--- config.mk ---
export PLATFORM = sky130hd
export DESIGN_NAME = shift_rotate_pipe
export DESIGN_NICKNAME = d
export VERILOG_FILES = /design/src/rtl/shift_pkg.sv /design/src/rtl/shift_stage.sv /design/src/rtl/shift_rotate_pipe.sv
export SDC_FILE = /design/constraint.sdc
export NUM_CORES = 1
export LEC_CHECK = 0
export BUFFER_PORTS_ARGS = -buffer_cell sky130_fd_sc_hd__buf_4
export CORE_ASPECT_RATIO = 1.4
export CORE_MARGIN = 3
export CORE_UTILIZATION = 40
export DETAILED_ROUTE_END_ITERATION = 6
export SYNTH_ARGS = -nofsm -noshare
export SYNTH_HDL_FRONTEND = slang
export SYNTH_SLANG_ARGS = --single-unit
--- constraint.sdc ---
create_clock -name clk -period 1.6 [get_ports clk]
set_input_delay 0.24 -clock clk [delete_from_list [all_inputs] [get_ports clk]]
set_output_delay 0.24 -clock clk [all_outputs]
set_load 0.01 [all_outputs]
--- src/rtl/shift_pkg.sv ---
// Shared mode encoding and mode-classification helpers for the shift/rotate pipeline.
package shift_pkg;

    typedef enum logic [2:0] {
        SHR  = 3'b000,
        SHRA = 3'b001,
        SHL  = 3'b010,
        ROR  = 3'b011,
        ROL  = 3'b100
    } shift_mode_e;

    function automatic logic is_right(input logic [2:0] mode);
        return (mode == SHR) || (mode == SHRA) || (mode == ROR);
    endfunction

    function automatic logic is_rotate(input logic [2:0] mode);
        return (mode == ROR) || (mode == ROL);
    endfunction

    // Encodings 101..111 are not operations; the data passes through untouched.
    function automatic logic is_shift_mode(input logic [2:0] mode);
        return mode <= ROL;
    endfunction

endpackage

--- src/rtl/shift_stage.sv ---
// One barrel step of 2**K positions plus its pipeline register and ready logic.
module shift_stage
    import shift_pkg::*;
#(
    parameter int WIDTH = 32,
    parameter int TAG_W = 4,
    parameter int K     = 0,
    localparam int AMT_W = $clog2(WIDTH)
) (
    input  logic             clk,
    input  logic             clear_n,
    input  logic             i_valid,
    output logic             o_ready,
    input  logic [WIDTH-1:0] i_data,
    input  logic [AMT_W-1:0] i_amt,
    input  logic [2:0]       i_mode,
    input  logic             i_sign,
    input  logic [TAG_W-1:0] i_tag,
    output logic             o_valid,
    input  logic             i_ready,
    output logic [WIDTH-1:0] o_data,
    output logic [AMT_W-1:0] o_amt,
    output logic [2:0]       o_mode,
    output logic             o_sign,
    output logic [TAG_W-1:0] o_tag,
    output logic             o_zero
);

    localparam int S = 1 << K;

    logic             r_valid;
    logic [WIDTH-1:0] r_data;
    logic [AMT_W-1:0] r_amt;
    logic [2:0]       r_mode;
    logic             r_sign;
    logic [TAG_W-1:0] r_tag;
    logic             r_zero;

    logic [WIDTH-1:0] w_step;
    logic [WIDTH-1:0] w_fill;
    logic             w_load;

    // An empty stage takes new data even when everything below it is stalled.
    assign o_ready = !r_valid || i_ready;
    assign w_load  = i_valid && o_ready;

    always_comb begin
        w_fill = '0;
        w_step = i_data;
        if ((i_mode == SHRA) && i_sign)
            w_fill = ~({WIDTH{1'b1}} >> S);
        if (i_amt[K] && is_shift_mode(i_mode)) begin
            if (is_rotate(i_mode))
                w_step = is_right(i_mode) ? ((i_data >> S) | (i_data << (WIDTH - S)))
                                          : ((i_data << S) | (i_data >> (WIDTH - S)));
            else if (is_right(i_mode))
                w_step = (i_data >> S) | w_fill;
            else
                w_step = i_data << S;
        end
    end

    always_ff @(posedge clk or negedge clear_n) begin
        if (!clear_n) begin
            r_valid <= 1'b0;
            r_data  <= '0;
            r_amt   <= '0;
            r_mode  <= '0;
            r_sign  <= 1'b0;
            r_tag   <= '0;
            r_zero  <= 1'b0;
        end else begin
            if (o_ready)
                r_valid <= i_valid;
            if (w_load) begin
                r_data <= w_step;
                r_amt  <= i_amt;
                r_mode <= i_mode;
                r_sign <= i_sign;
                r_tag  <= i_tag;
                r_zero <= (w_step == '0);
            end
        end
    end

    assign o_valid = r_valid;
    assign o_data  = r_data;
    assign o_amt   = r_amt;
    assign o_mode  = r_mode;
    assign o_sign  = r_sign;
    assign o_tag   = r_tag;
    assign o_zero  = r_zero;

endmodule

--- src/rtl/shift_rotate_pipe.sv ---
// Pipelined logarithmic shift/rotate unit: one registered barrel stage per amount bit,
// valid/ready handshaking on both ends and an opaque tag carried with each operation.
module shift_rotate_pipe
    import shift_pkg::*;
#(
    parameter int WIDTH = 32,
    parameter int TAG_W = 4,
    localparam int AMT_W = $clog2(WIDTH)
) (
    input  logic             clk,
    input  logic             clear_n,
    input  logic             in_valid,
    output logic             in_ready,
    input  logic [WIDTH-1:0] in_data,
    input  logic [AMT_W-1:0] in_amt,
    input  logic [2:0]       in_mode,
    input  logic [TAG_W-1:0] in_tag,
    output logic             out_valid,
    input  logic             out_ready,
    output logic [WIDTH-1:0] out_data,
    output logic             out_zero,
    output logic [TAG_W-1:0] out_tag
);

    logic [WIDTH-1:0] w_data [0:AMT_W];
    logic [AMT_W-1:0] w_amt  [0:AMT_W];
    logic [2:0]       w_mode [0:AMT_W];
    logic [TAG_W-1:0] w_tag  [0:AMT_W];
    logic [AMT_W:0]   w_sign;
    logic [AMT_W:0]   w_vld;
    logic [AMT_W:0]   w_rdy;
    logic [AMT_W:1]   w_zero;
    logic             w_unused_tail;

    // The sign of the original operand is captured once and rides along for SHRA fill.
    assign w_data[0] = in_data;
    assign w_amt[0]  = in_amt;
    assign w_mode[0] = in_mode;
    assign w_tag[0]  = in_tag;
    assign w_sign[0] = in_data[WIDTH-1];
    assign w_vld[0]  = in_valid;
    assign in_ready  = w_rdy[0];

    assign w_rdy[AMT_W] = out_ready;
    assign out_valid    = w_vld[AMT_W];
    assign out_data     = w_data[AMT_W];
    assign out_tag      = w_tag[AMT_W];
    assign out_zero     = w_zero[AMT_W];

    // Control carried past the last stage and zero flags of inner stages have no consumer.
    assign w_unused_tail = ^{w_amt[AMT_W], w_mode[AMT_W], w_sign[AMT_W], w_zero[AMT_W-1:1]};

    for (genvar k = 0; k < AMT_W; k++) begin : g_stage
        shift_stage #(
            .WIDTH (WIDTH),
            .TAG_W (TAG_W),
            .K     (k)
        ) u_stage (
            .clk     (clk),
            .clear_n (clear_n),
            .i_valid (w_vld[k]),
            .o_ready (w_rdy[k]),
            .i_data  (w_data[k]),
            .i_amt   (w_amt[k]),
            .i_mode  (w_mode[k]),
            .i_sign  (w_sign[k]),
            .i_tag   (w_tag[k]),
            .o_valid (w_vld[k+1]),
            .i_ready (w_rdy[k+1]),
            .o_data  (w_data[k+1]),
            .o_amt   (w_amt[k+1]),
            .o_mode  (w_mode[k+1]),
            .o_sign  (w_sign[k+1]),
            .o_tag   (w_tag[k+1]),
            .o_zero  (w_zero[k+1])
        );
    end

endmodule

After elaboration in Yosys (flattened, before gate mapping)
Index checks and enable logic that the tools add are counted.
{"block": "word_totals", "inputBits": 48, "wordCells": 132, "out_inout_bits": 39, "regBits": 222}
{"block": "op_classes", "eq_ne": 15, "magnitude_cmp": 5, "muxes": 24, "reduce_logical": 46, "n_bitwise": 14}
{"operator": "32-bit 2-to-1 mux", "count": 24}
{"operator": "16-bit by 32-bit bitwise OR with 32-bit output", "count": 2}
{"operator": "24-bit by 32-bit bitwise OR with 32-bit output", "count": 2}
{"operator": "28-bit by 32-bit bitwise OR with 32-bit output", "count": 2}
{"operator": "30-bit by 32-bit bitwise OR with 32-bit output", "count": 2}
{"operator": "31-bit by 32-bit bitwise OR with 32-bit output", "count": 2}
{"operator": "32-bit logical NOT", "count": 1}
{"operator": "32-bit by 1-bit bitwise OR with 32-bit output", "count": 1}
{"operator": "32-bit by 2-bit bitwise OR with 32-bit output", "count": 1}
{"operator": "32-bit by 4-bit bitwise OR with 32-bit output", "count": 1}
{"operator": "32-bit by 8-bit bitwise OR with 32-bit output", "count": 1}
{"operator": "1-bit logical OR", "count": 20}
{"operator": "3-bit by 1-bit == test with 1-bit output (second input constant)", "count": 5}
{"operator": "3-bit by 2-bit == test with 1-bit output (second input constant)", "count": 5}
{"operator": "3-bit == test (second input constant)", "count": 5}
{"operator": "3-bit <= comparator (second input constant)", "count": 5}
{"operator": "1-bit logical AND", "count": 15}
{"operator": "3-bit logical NOT", "count": 5}
{"operator": "1-bit logical NOT", "count": 5}

Depth between registers and ports, before layout
{"block": "logic_depth", "ltp_word": 8, "mapped_depth": 8, "depth_no_buf": 5}

Modules after synthesis
A second synthesis with hierarchy kept.
{"block": "unflattened", "cells_unflattened": 1566, "hier_area_um2": 13830.8}
{"module": "shift_stage (g_stage[0].u_stage)", "area_per_inst_um2": 3024.2, "cells_per_inst": 368, "instances": 1}
{"module": "shift_stage (g_stage[3].u_stage)", "area_per_inst_um2": 2822.7, "cells_per_inst": 312, "instances": 1}
{"module": "shift_stage (g_stage[1].u_stage)", "area_per_inst_um2": 2741.4, "cells_per_inst": 317, "instances": 1}
{"module": "shift_stage (g_stage[2].u_stage)", "area_per_inst_um2": 2673.8, "cells_per_inst": 302, "instances": 1}
{"module": "shift_stage (g_stage[4].u_stage)", "area_per_inst_um2": 2568.7, "cells_per_inst": 267, "instances": 1}

Worst setup path before layout
No wires, ideal clock.
{"block": "synth_timing", "path_kind": "register -> register", "start": "register g_stage[3].u_stage.r_mode[1]", "end": "register g_stage[4].u_stage.r_zero", "setup_slack_ns": -0.118, "stages_incl_launch_ff": 7, "path_buffers": 1, "t_required_ns": 1.513, "setup_ns": 0.087, "t_arrival_ns": 1.632, "synth_period_minus_slack_ns": 1.718, "cell_sequence": "dfrtp_1 buf_6 a21bo_4 a22o_1 a2111oi_2 nand4_1 a211oi_2"}
{"block": "synth_via", "elab_chain_len": 8, "word_cells_on_any_way": 16}
{"element": "from (decl)", "line": "shift_stage.sv:34", "text": "logic [2:0] r_mode;"}
{"element": "from (signal assigned)", "line": "shift_stage.sv:78", "text": "r_mode <= i_mode;"}
{"element": "3-bit by 1-bit == test with 1-bit output", "line": "shift_pkg.sv:13, shift_stage.sv:50"}
{"element": "1-bit logical AND", "line": "shift_stage.sv:50", "text": "if ((i_mode == SHRA) && i_sign)"}
{"element": "32-bit 2-to-1 mux", "line": "shift_stage.sv:50"}
{"element": "16-bit by 32-bit bitwise OR with 32-bit output", "line": "shift_stage.sv:57", "text": "w_step = (i_data >> S) | w_fill;"}
{"element": "32-bit 2-to-1 mux", "line": "shift_stage.sv:56", "text": "else if (is_right(i_mode))"}
{"element": "32-bit 2-to-1 mux", "line": "shift_stage.sv:53", "text": "if (is_rotate(i_mode))"}
{"element": "32-bit 2-to-1 mux *", "line": "shift_stage.sv:52", "text": "if (i_amt[K] && is_shift_mode(i_mode)) begin"}
{"element": "32-bit logical NOT *", "line": "shift_stage.sv:81", "text": "r_zero <= (w_step == '0);"}
{"element": "to (signal assigned)", "line": "shift_stage.sv:81"}
{"element": "to (decl)", "line": "shift_stage.sv:37", "text": "logic r_zero;"}
Mark *: on every way between the ends. The rest lies on a longest branch, timed or not.
A chain may end at the register's enable or synchronous reset.

Worst setup path in the final report
{"block": "layout_timing", "start": "register g_stage[3].u_stage.r_amt[4]", "end": "register g_stage[4].u_stage.r_zero"}
{"block": "layout_via", "elab_chain_len": 3}
{"element": "from (decl)", "line": "shift_stage.sv:33", "text": "logic [AMT_W-1:0] r_amt;"}
{"element": "from (signal assigned)", "line": "shift_stage.sv:77", "text": "r_amt <= i_amt;"}
{"element": "1-bit logical AND", "line": "shift_stage.sv:52"}
{"element": "32-bit 2-to-1 mux", "line": "shift_stage.sv:52"}
{"element": "32-bit logical NOT", "line": "shift_stage.sv:81"}
No other way between the ends.

==> Implementation_results.wiki <==
{| class="wikitable"
! Metric !! Value
|-
| Mux contribution to synthesized area || 13.0%
|-
| H-tree depth || 1
|-
| Count of pins on the block boundary || 87
|-
| Power share of the combinational group || 50.6%
|-
| Count of state elements after synthesis || 212
|-
| Buffers from clock root to sink, at most || 3
|-
| Core area || 27800 um2
|-
| Warning count from the yosys run || 0
|-
| Number of flops mapped to enable cells by yosys || 0
|-
| Hold crit path type || input pin to flop
|-
| Kind of capture point of the worst setup path || flop
|-
| Via count of the first global-routing pass || 9504
|-
| Run status || finished with violations
|-
| Layout-stage area growth over the synthesis result || 47.0%
|-
| Synthesized net count || 1201
|-
| Commonest non-fill, non-tap cell in the layout || dfrtp_1
|-
| Part of the power in the clock network || 17.6%
|-
| RSZ-0062 raised after global routing || true
|-
| Peak clock frequency supported by timing || 0.543 GHz
|-
| Rows || 72
|-
| Startpoint of the lowest-slack hold path || in_mode[2]
|-
| Pwr dens || 1790 nW/um2
|-
| Area share of xor/xnor cells in the synthesized design || 0%
|-
| Synthesized area divided by synthesized cell count || 9.90 um2
|-
| Detail Route Antenna Nets || 0
|-
| Gp weighted congestion || 0.837
|-
| Worst setup SP type || flop
|-
| Die area || 30600 um2
|-
| Fin crit share || 115%
|-
| Vertical die dimension || 206 um
|-
| Area of the multi-input gates || 6810 um2
|-
| Share of flip-flops with an asynchronous set or reset || 100%
|-
| Clock transition at the registers of the reported paths || 0.06 ns
|-
| Smallest hold slack || 0.0236 ns
|-
| Post-synthesis instance total || 1153
|-
| Remaining Overflow, GRT || 0
|-
| Final standard cell area without fillers || 16800 um2
|-
| Sequential Area || 5310 um2
|-
| Synth cell types || 51
|-
| Type of the worst setup path || flop to flop
|-
| Transition at the pin with the smallest max-transition slack || 0.427 ns
|-
| Detail-routed net length per standard cell || 19.2 um
|-
| Most used DFF post-synth || dfrtp_1
|-
| Util after Layout || 60.3%
|-
| Share of the yosys chip area belonging to registers || 46.5%
|-
| Placement-stage cell area || 13500 um2
|-
| Critical path data arrival time || 2.27 ns
|-
| Switching share of power || 38.2%
|-
| Main combinational cell family by area after synthesis || compound AO/OA/AOI/OAI gates
|-
| Synthesized cell area || 11400 um2
|-
| Maximum net fanout on the critical path || 6
|-
| Total DRC errors in the routed layout || 0
|-
| Worst reg2reg setup slack || -0.24 ns
|-
| Required time of the worst setup path || 2.03 ns
|-
| Worst path setup slack after routing || -0.243 ns
|-
| P_sw || 0.0114 W
|-
| DRT Wirelength || 34100 um
|-
| Iteration-0 DRC count of the detailed router || 422
|-
| # setup viols final || 106
|-
| Cell-internal power || 0.0185 W
|-
| Endpoint, Worst Hold || g_stage[0].u_stage.o_mode[2]$_DFFE_PN0P_
|-
| Final critical delay including setup and external delays || 1.84 ns
|-
| Fraction of the mapped netlist area in compound gates || 25.6%
|-
| Final antenna diode count || 0
|-
| Hold Path Depth || 2
|-
| Post-DP HPWL || 21200 um
|-
| Wire length of the first global-routing pass || 49100 um
|-
| Final slew viol count || 0
|-
| Via count of the routed design || 9931
|-
| Static Leak || 7.66 nW
|-
| Number of maximum-capacitance violations || 0
|-
| Largest net degree at the start of global routing || 67
|-
| Slew margin rel. || 71.3%
|-
| Simple-gate share of the synthesized area || 10.4%
|-
| Die X || 149 um
|-
| Initial Util || 41.0%
|-
| Number of buffers created by CTS || 23
|-
| Worst setup skew after layout || 0.0173 ns
|-
| Layout cells sized above 1 || 40.7%
|-
| Ratio of routed vias to standard cells || 5.60
|-
| Number of cells on the worst reg-to-reg path || 5
|-
| Clock latency of the later-clocked register in the worst-skew pair || 0.52 ns
|-
| Failing checks || setup timing
|-
| Overall Global Routing Usage || 19.3%
|-
| Number of filler instances in the final layout || 2246
|-
| Portion of total power attributed to sequential cells || 31.9%
|-
| Startpoint of the lowest-slack register-to-register path || g_stage[3].u_stage.o_amt[4]$_DFFE_PN0P_
|-
| Worst reg2reg endpoint || g_stage[4].u_stage.o_zero$_DFFE_PN0P_
|-
| Total Power || 0.0300 W
|-
| Initial antenna violation count || 0
|-
| Worst vdd ir || 0.937 mV
|-
| Root Driver || clkbuf_16
|-
| Count of endpoints failing hold in the final timing report || 0
|-
| Total negative slack for setup checks || -5.02 ns
|-
| Commonest cells after routing, fill and taps aside || 208 x dfrtp_1, 204 x buf_4, 132 x nor2_1
|-
| Number of nets in the final layout || 1437
|-
| CTS tree || done
|-
| Adder-cell share of the synthesized area || 0%
|-
| Clock net sink count || 212
|-
| Number of buffers inserted by port buffering || 86
|-
| First-pass iteration count of the detailed router || 5
|}
==> kinds of logic (layout without fill, tap and decap cells) <==
kind of cell / after synthesis / after routing
compound gates: 411 / 411
simple gates: 271 / 271
flops: 212 / 212
mux: 143 / 143
buf+inv: 116 / 367
==> metrics by stage <==
| step | cells | setup WS, ns |
|---|---|---|
| global route | 1774 | -0.320 |
| global placement | 1651 | -0.0964 |
| floorplan | 1153 | -0.0608 |
| finish | 1774 | -0.243 |
| CTS | 1712 | -0.198 |
| detailed placement | 1651 | -0.190 |
==> metal layers <==
metal  global-route usage (%)  routed length (um)  vias to the layer above
met1                     22.5               12900                     4868
met5                        0                   0                        -
met4                     7.56                1520                        0
met2                     36.2               18600                      256
met3                     1.98                1160                       94
li1                         -                   -                     4713
==> state kept, by name (all words and copies together), names as in the netlist <==
signal                   count
g_stage.u_stage.o_mode      12
g_stage.u_stage.o_valid      5
g_stage.u_stage.o_amt       10
g_stage.u_stage.o_sign       4
g_stage.u_stage.o_data     160
g_stage.u_stage.o_tag       20
g_stage.u_stage.o_zero       1
==> power by group through the flow <==
stage,logic (W),registers [W],clock network [W]
after floorplan,0.00690,0.00895,0
after global placement,0.0111,0.00935,0
after detailed placement,0.0113,0.00942,0
after CTS,0.0122,0.00934,0.00540
after global routing,0.0163,0.00983,0.00559
final,0.0152,0.00955,0.00526
==> critical path: stages, from the launching register on <==
cell	delay, ns
dfrtp_1	0.42
a21bo_4	0.27
a22o_1	0.25
a2111oi_4	0.34
nand4_1	0.19
a211oi_2	0.27
==> synth_stat cells, drive strengths merged, types with 11 or more instances <==
cell type / count / area (um2)
nand2: 75 / 282
a22o: 15 / 131
a21oi: 40 / 211
a21o: 109 / 818
o21ai: 66 / 330
clkbuf: 50 / 188
o31ai: 14 / 105
a211oi: 124 / 936
and3: 11 / 68.8
dfrtp: 212 / 5310
nor2: 132 / 495
mux2i: 101 / 1010
nor2b: 14 / 87.6
inv: 14 / 52.6
mux2: 42 / 473
buf: 52 / 272
==> how the worst max path moves through the flow <==
stage	start	end	slack, ns
6_report	g_stage[3].u_stage.o_amt[4]$_DFFE_PN0P_	g_stage[4].u_stage.o_zero$_DFFE_PN0P_	-0.24
2_1_floorplan	g_stage[3].u_stage.o_data[14]$_DFFE_PN0P_	g_stage[4].u_stage.o_zero$_DFFE_PN0P_	-0.06
3_3_place_gp	g_stage[3].u_stage.o_data[14]$_DFFE_PN0P_	g_stage[4].u_stage.o_zero$_DFFE_PN0P_	-0.1
4_1_cts	g_stage[3].u_stage.o_amt[4]$_DFFE_PN0P_	g_stage[4].u_stage.o_zero$_DFFE_PN0P_	-0.20
5_1_grt	g_stage[3].u_stage.o_amt[4]$_DFFE_PN0P_	g_stage[4].u_stage.o_zero$_DFFE_PN0P_	-0.32
3_5_place_dp	g_stage[3].u_stage.o_amt[4]$_DFFE_PN0P_	g_stage[4].u_stage.o_zero$_DFFE_PN0P_	-0.19
==> area by class of cell <==
type,count,area share (%)
repair buffers,313,20.2
well taps,370,2.76
multi-input cells,825,40.6
clock buffers,29,3.80
clock inverters,11,0.679
inverters,14,0.313
flip-flops and latches,212,31.7
==> timing repair <==
| action | in CTS | in global routing |
|---|---|---|
| resized for setup | 83 | 255 |
| gates cloned | 5 | 26 |
| hold buffers | 11 | 0 |
| pin swaps | 11 | 64 |
| hold endpoints to repair | 126 | 0 |
| buffers inserted | 5 | 36 |
| endpoints found under the setup margin | 39 | 186 |
No activity file was read; power rests on OpenSTA's default activity.
